### config.mk
export PLATFORM = sky130hd
export DESIGN_NAME = spi_slave_gen
export DESIGN_NICKNAME = d
export VERILOG_FILES = /design/src/rtl/spi_slv_pkg.sv /design/src/rtl/spi_slv_piso.sv /design/src/rtl/spi_slave_gen.sv
export SDC_FILE = /design/constraint.sdc
export NUM_CORES = 1
export LEC_CHECK = 0
export CORE_UTILIZATION = 58
export CTS_BUF_LIST = sky130_fd_sc_hd__clkbuf_4 sky130_fd_sc_hd__clkbuf_8 sky130_fd_sc_hd__clkbuf_16
export CTS_CLUSTER_DIAMETER = 120
export CTS_CLUSTER_SIZE = 14
export DETAILED_ROUTE_END_ITERATION = 7
export GPL_TIMING_DRIVEN = 0
export PLACE_DENSITY = 0.91
export SKIP_CTS_REPAIR_TIMING = 1
export SYNTH_ARGS = -nofsm -noshare
export SYNTH_HDL_FRONTEND = slang
export SYNTH_SLANG_ARGS = --single-unit
### constraint.sdc
create_clock -name clk -period 3.3 [get_ports clk]
set_input_delay 0.495 -clock clk [delete_from_list [all_inputs] [get_ports clk]]
set_output_delay 0.495 -clock clk [all_outputs]
set_load 0.1 [all_outputs]
### src/rtl/spi_slv_pkg.sv
// Shared types for the SPI slave: FSM states, command codes and frame extension.
// SPI_SLV_PARITY_EN adds one parity bit after the command+payload bits of every frame.
package spi_slv_pkg;

  typedef enum logic [2:0] {
    IDLE,
    CHK_CMD,
    WRITE,
    READ_ADD,
    READ_DATA
  } state_e;

  typedef enum logic [1:0] {
    WR_ADDR = 2'b00,
    WR_DATA = 2'b01,
    RD_ADDR = 2'b10,
    RD_DATA = 2'b11
  } cmd_e;

`ifdef SPI_SLV_PARITY_EN
  localparam int unsigned ParityBits = 1;
`else
  localparam int unsigned ParityBits = 0;
`endif

endpackage

### src/rtl/spi_slv_piso.sv
// MSB-first parallel-in/serial-out shifter for SPI read data.
// load_i captures data_i; the MSB appears on sdo_o the following cycle and one bit
// is shifted out per clk for DATA_W cycles. sdo_o is 0 whenever nothing is pending.
module spi_slv_piso #(
  parameter int unsigned DATA_W = 8
) (
  input  logic              clk,
  input  logic              rst_n,
  input  logic              load_i,
  input  logic              clr_i,
  input  logic [DATA_W-1:0] data_i,
  output logic              sdo_o,
  output logic              done_o
);

  localparam int unsigned CntW = $clog2(DATA_W + 1);

  logic [DATA_W-1:0] sh_q, sh_d;
  logic [CntW-1:0]   cnt_q, cnt_d;

  // Next-state: abort wins over load, load wins over shifting.
  always_comb begin
    sh_d  = sh_q;
    cnt_d = cnt_q;
    if (clr_i) begin
      sh_d  = '0;
      cnt_d = '0;
    end else if (load_i) begin
      sh_d  = data_i;
      cnt_d = CntW'(DATA_W);
    end else if (cnt_q != '0) begin
      sh_d  = {sh_q[DATA_W-2:0], 1'b0};
      cnt_d = cnt_q - CntW'(1);
    end
  end

  // Shift register and remaining-bit counter.
  always_ff @(posedge clk or negedge rst_n) begin
    if (!rst_n) begin
      sh_q  <= '0;
      cnt_q <= '0;
    end else begin
      sh_q  <= sh_d;
      cnt_q <= cnt_d;
    end
  end

  assign sdo_o  = (cnt_q != '0) & sh_q[DATA_W-1];
  assign done_o = (cnt_q == '0);

endmodule

### src/rtl/spi_slave_gen.sv
// SPI slave running on the system clock: frames of {cmd[1:0], payload} arrive MSB first
// on MOSI while SS_n is low; a read-address frame arms the next read frame, which then
// returns tx_data on MISO. Build option SPI_SLV_PARITY_EN appends a parity bit per frame.
module spi_slave_gen
  import spi_slv_pkg::*;
#(
  parameter int unsigned DATA_W = 8
) (
  input  logic              clk,
  input  logic              rst_n,
  input  logic              MOSI,
  input  logic              SS_n,
  output logic              MISO,
  output logic              rx_valid,
  output logic [DATA_W+1:0] rx_data,
  input  logic              tx_valid,
  input  logic [DATA_W-1:0] tx_data,
  output logic              rx_err
);

  localparam int unsigned FRAME_W  = DATA_W + 2;
  localparam int unsigned FrameLen = FRAME_W + ParityBits;
  localparam int unsigned CntW     = $clog2(FrameLen + 1);
  localparam logic [CntW-1:0] CntData = CntW'(FRAME_W);
  localparam logic [CntW-1:0] CntLast = CntW'(FrameLen - 1);
  localparam logic [CntW-1:0] CntFull = CntW'(FrameLen);

  state_e             state_q, state_d;
  logic [CntW-1:0]    cnt_q, cnt_d;
  logic [FRAME_W-1:0] sh_q, sh_d, shifted, word;
  logic [FRAME_W-1:0] rx_data_q, rx_data_d;
  logic               rx_valid_q, rx_valid_d;
  logic               rd_armed_q, rd_armed_d;
  logic               rd_go_q, rd_go_d;
  logic               frame_ok;
  logic               piso_load, piso_clr, piso_done;

  assign shifted = {sh_q[FRAME_W-2:0], MOSI};

`ifdef SPI_SLV_PARITY_EN
  logic rx_err_q, rx_err_d;
  // Parity bit flags an odd count of ones, so the XOR over frame+parity must be 0.
  assign word     = sh_q;
  assign frame_ok = ~(^{sh_q, MOSI});
  assign rx_err   = rx_err_q;
`else
  assign word     = shifted;
  assign frame_ok = 1'b1;
  assign rx_err   = 1'b0;
`endif

  // Next-state: FSM, receive shifting, frame completion and read-data capture.
  always_comb begin
    state_d    = state_q;
    cnt_d      = cnt_q;
    sh_d       = sh_q;
    rx_data_d  = rx_data_q;
    rx_valid_d = 1'b0;
    rd_armed_d = rd_armed_q;
    rd_go_d    = rd_go_q;
    piso_load  = 1'b0;
    piso_clr   = 1'b0;
`ifdef SPI_SLV_PARITY_EN
    rx_err_d   = 1'b0;
`endif
    if (SS_n) begin
      state_d  = IDLE;
      cnt_d    = '0;
      rd_go_d  = 1'b0;
      piso_clr = 1'b1;
    end else begin
      unique case (state_q)
        IDLE:    state_d = CHK_CMD;
        CHK_CMD: begin
          if (!MOSI)          state_d = WRITE;
          else if (rd_armed_q) state_d = READ_DATA;
          else                state_d = READ_ADD;
        end
        default: state_d = state_q;
      endcase

      // Counter saturates at the frame length so extra clocks cannot re-trigger.
      if (state_q != IDLE && cnt_q != CntFull) begin
        cnt_d = cnt_q + CntW'(1);
        if (cnt_q < CntData) sh_d = shifted;
        if (cnt_q == CntLast) begin
          if (frame_ok) begin
            rx_valid_d = 1'b1;
            rx_data_d  = word;
            rd_armed_d = (state_q == READ_ADD);
            rd_go_d    = (state_q == READ_DATA);
          end else begin
`ifdef SPI_SLV_PARITY_EN
            rx_err_d = 1'b1;
`endif
          end
        end
      end

      // Read data is taken once, on the first tx_valid after the read frame completes.
      if (state_q == READ_DATA && rd_go_q && tx_valid && piso_done) begin
        piso_load = 1'b1;
        rd_go_d   = 1'b0;
      end
    end
  end

  // State and receive-side registers.
  always_ff @(posedge clk or negedge rst_n) begin
    if (!rst_n) begin
      state_q    <= IDLE;
      cnt_q      <= '0;
      sh_q       <= '0;
      rx_data_q  <= '0;
      rx_valid_q <= 1'b0;
      rd_armed_q <= 1'b0;
      rd_go_q    <= 1'b0;
    end else begin
      state_q    <= state_d;
      cnt_q      <= cnt_d;
      sh_q       <= sh_d;
      rx_data_q  <= rx_data_d;
      rx_valid_q <= rx_valid_d;
      rd_armed_q <= rd_armed_d;
      rd_go_q    <= rd_go_d;
    end
  end

`ifdef SPI_SLV_PARITY_EN
  // Parity error pulse register.
  always_ff @(posedge clk or negedge rst_n) begin
    if (!rst_n) rx_err_q <= 1'b0;
    else        rx_err_q <= rx_err_d;
  end
`endif

  spi_slv_piso #(
    .DATA_W (DATA_W)
  ) u_piso (
    .clk    (clk),
    .rst_n  (rst_n),
    .load_i (piso_load),
    .clr_i  (piso_clr),
    .data_i (tx_data),
    .sdo_o  (MISO),
    .done_o (piso_done)
  );

  assign rx_valid = rx_valid_q;
  assign rx_data  = rx_data_q;

endmodule

==> results.json <==
{
  "syn-cell-area_um2": 1950,
  "io_pins": 26,
  "place.gp.congestion": 0.800,
  "ys_ff_latch": 41,
  "mostFrequentLayoutCell": "dfrtp_1",
  "antenna_found_initial": 0,
  "cts.path.max_buffers": 2,
  "portBuffers": 23,
  "drt_iter0_drc": 106,
  "leakage_nw": 0.996,
  "firstDrtPassIters": 4,
  "dp.cells": 236,
  "die_height_um": 60.0,
  "maxCapViolations": 0,
  "core_um2": 3130,
  "wl_per_cell_um": 16.3,
  "grt_pass1_vias": 1503,
  "finalSetupTns_ns": 0,
  "cts_htree_levels": 2,
  "r2r_cells": 6,
  "vias": 1450,
  "p_per_area_nw_per_um2": 657,
  "synth_edf_count": 0,
  "slowest_delay_ns": 0.73,
  "grt_max_degree": 42,
  "synthFlopType": "dfrtp_1",
  "r2r_slack_ns": 1.08,
  "worst-setup-path-type": "reg2out",
  "finalSetupViolCount": 0,
  "insertedDiodeCount": 0,
  "nets": 216,
  "ant_nets": 0,
  "synth_cell_types": 38,
  "rsz0062_at_grt": "no",
  "finalCritPeriodShare_pct": 87.6,
  "path_cells": "inv_1 > ha_1 > or3b_2 > clkbuf_1 > and2_1 > dlymetal6s2s_1",
  "design.die.area_um2": 3600,
  "outcome": "completed",
  "clock-sinks": 41,
  "slowest_stage": "dlymetal6s2s_1",
  "finClkSkew_ns": 0.0111,
  "clkTransAtPathRegs_ns": 0.13,
  "numCtsBuffers": 5,
  "grt_usage_pct": 27.2,
  "start_kind": "register",
  "layout_common_cells": "dfrtp_1, mux2_2, clkdlybuf4s50_1, nor2_1, o21ai_0",
  "worstPathMaxFanout": 7,
  "synth_area_leaders": "dfrtp_1, mux2_2, a311oi_1",
  "final_hold_viol_count": 0,
  "cts_tree": "yes",
  "max-vdd-ir-drop_v": 0.000521,
  "cp_num_buf_inv": 3,
  "final_cells": 244,
  "yosysSeqAreaShare_pct": 52.6,
  "worstSkewPairLatency_ns": 0.36,
  "synth_cells": 169,
  "arrival_ns": 2.40,
  "initial_utilization_pct": 62.4,
  "area_growth_pct": 18.8,
  "seq_area_um2": 1030,
  "grt_pass1_wl_mm": 6.94,
  "multiInputGateArea_um2": 840,
  "async_reset_ff_share_pct": 100,
  "worstMarginPinSlew_ns": 0.984,
  "slew_viol_final": 0,
  "wl_mm": 3.99,
  "drive_above_1_share_pct": 20.0,
  "worst_r2r_endpoint": "sh_q[3]",
  "crit_path_end_kind": "output pin",
  "layout_min_cycle_time_ns": 2.89,
  "ys.warnings.count": 0,
  "relSlewSlack_pct": 34.2,
  "timing.rr.start": "cnt_q[0]",
  "fin_worst_hold_slack_ns": 0.230,
  "syn_nets": 186,
  "ctsRootBufferMaster": "clkbuf_4",
  "die_w_um": 60.0,
  "synth_top_area_share_pct": 52.6,
  "fill_cells": 218,
  "synth_area_leader_cell": "dfrtp_1",
  "avgViaCountPerCell": 5.94,
  "syn_avg_cell_area_um2": 11.5,
  "required_ns": 2.80,
  "cp_top_family": "buffers and inverters",
  "rows": 20,
  "hold_class": "in2async",
  "gr-total-overflow": 0,
  "dpl.hpwl_mm": 2.70,
  "drc": 0,
  "fmax_mhz": 346
}
-- where the power goes --
| part | internal, mW | leakage (nW) | total, mW | switching (mW) |
|---|---|---|---|---|
| Clock | 0.160 | 0.0414 | 0.337 | 0.176 |
| Combinational | 0.205 | 0.413 | 0.488 | 0.283 |
| Sequential | 0.617 | 0.542 | 0.697 | 0.0799 |
-- cell usage after synthesis, drive strengths merged, types with 2 or more instances --
cell	n
a31oi	3
inv	8
and2	2
nand2b	2
nor3	4
ha	4
nor4b	2
o21ai	12
nand2	3
or3	2
nand4	8
buf	4
nor4	2
a311oi	7
dfrtp	41
nor2	12
a211oi	2
mux2	22
o211ai	2
a21oi	6
clkbuf	8
-- cells by family (layout without fill, tap and decap cells) --
family / after synthesis / in the layout / share of synthesized area (%)
DFF: 41 / 41 / 52.6
adders and majority gates: 4 / 4 / 2.57
other: 1 / 1 / 0.192
muxes: 22 / 22 / 12.7
buffers and inverters: 20 / 51 / 4.36
AOI/OAI and AO/OA: 34 / 34 / 11.1
xor gates and xnor gates: 1 / 1 / 0.449
and+or+nand+nor: 46 / 46 / 16.0
-- worst max-delay path by stage --
stage / depth (start not counted) / endpoint / from
after floorplan: 5 / MISO / u_piso.cnt_q[0]
after global placement: 6 / MISO / u_piso.cnt_q[0]
after CTS: 6 / MISO / u_piso.cnt_q[0]
after detailed placement: 6 / MISO / u_piso.cnt_q[0]
final: 6 / MISO / u_piso.cnt_q[0]
after global routing: 6 / MISO / u_piso.cnt_q[0]
-- state kept, by name, indices dropped and copies added (netlist names) --
register / flops
cnt_q: 4
rd_armed_q: 1
rd_go_q: 1
rx_data: 10
rx_valid: 1
sh_q: 9
state_q: 3
u_piso.cnt_q: 4
u_piso.sh_q: 8
-- per-stage QoR --
stage          util [%]  total power [mW]  worst slack, ns  area [um2]
5_1_grt            74.1              1.62            0.238        2320
6_report           74.1              1.52            0.410        2320
2_1_floorplan         -              1.05             1.05        1950
3_3_place_gp       71.5              1.15            0.412        2240
3_5_place_dp       71.3              1.19            0.352        2230
4_1_cts            74.0              1.53          -0.0661        2310
-- metal layers --
metal	vias to the layer above	global-route usage [%]	routed length, um
met5	-	0	0
met4	0	11.6	88
met3	10	8.44	194
met2	41	46.2	2110
met1	723	31.5	1590
li1	676	-	-
-- worst reg2reg max path, stage by stage (launching register included) --
cell and delay, ns:
dfrtp_1 0.45, inv_1 0.09, ha_1 0.22, and3b_1 0.18
buf_2 0.17, nor4b_4 0.60, mux2_2 0.41
-- final cells by class --
cell class / count / area share [%]
sequential: 41 / 44.3
multi-input combinational: 108 / 36.2
timing repair buffer: 23 / 9.83
buffer: 12 / 2.38
tap: 44 / 2.38
clock inverter: 3 / 2.00
clock buffer: 5 / 1.62
inverter: 8 / 1.30
(Power assumes the default switching activity.)
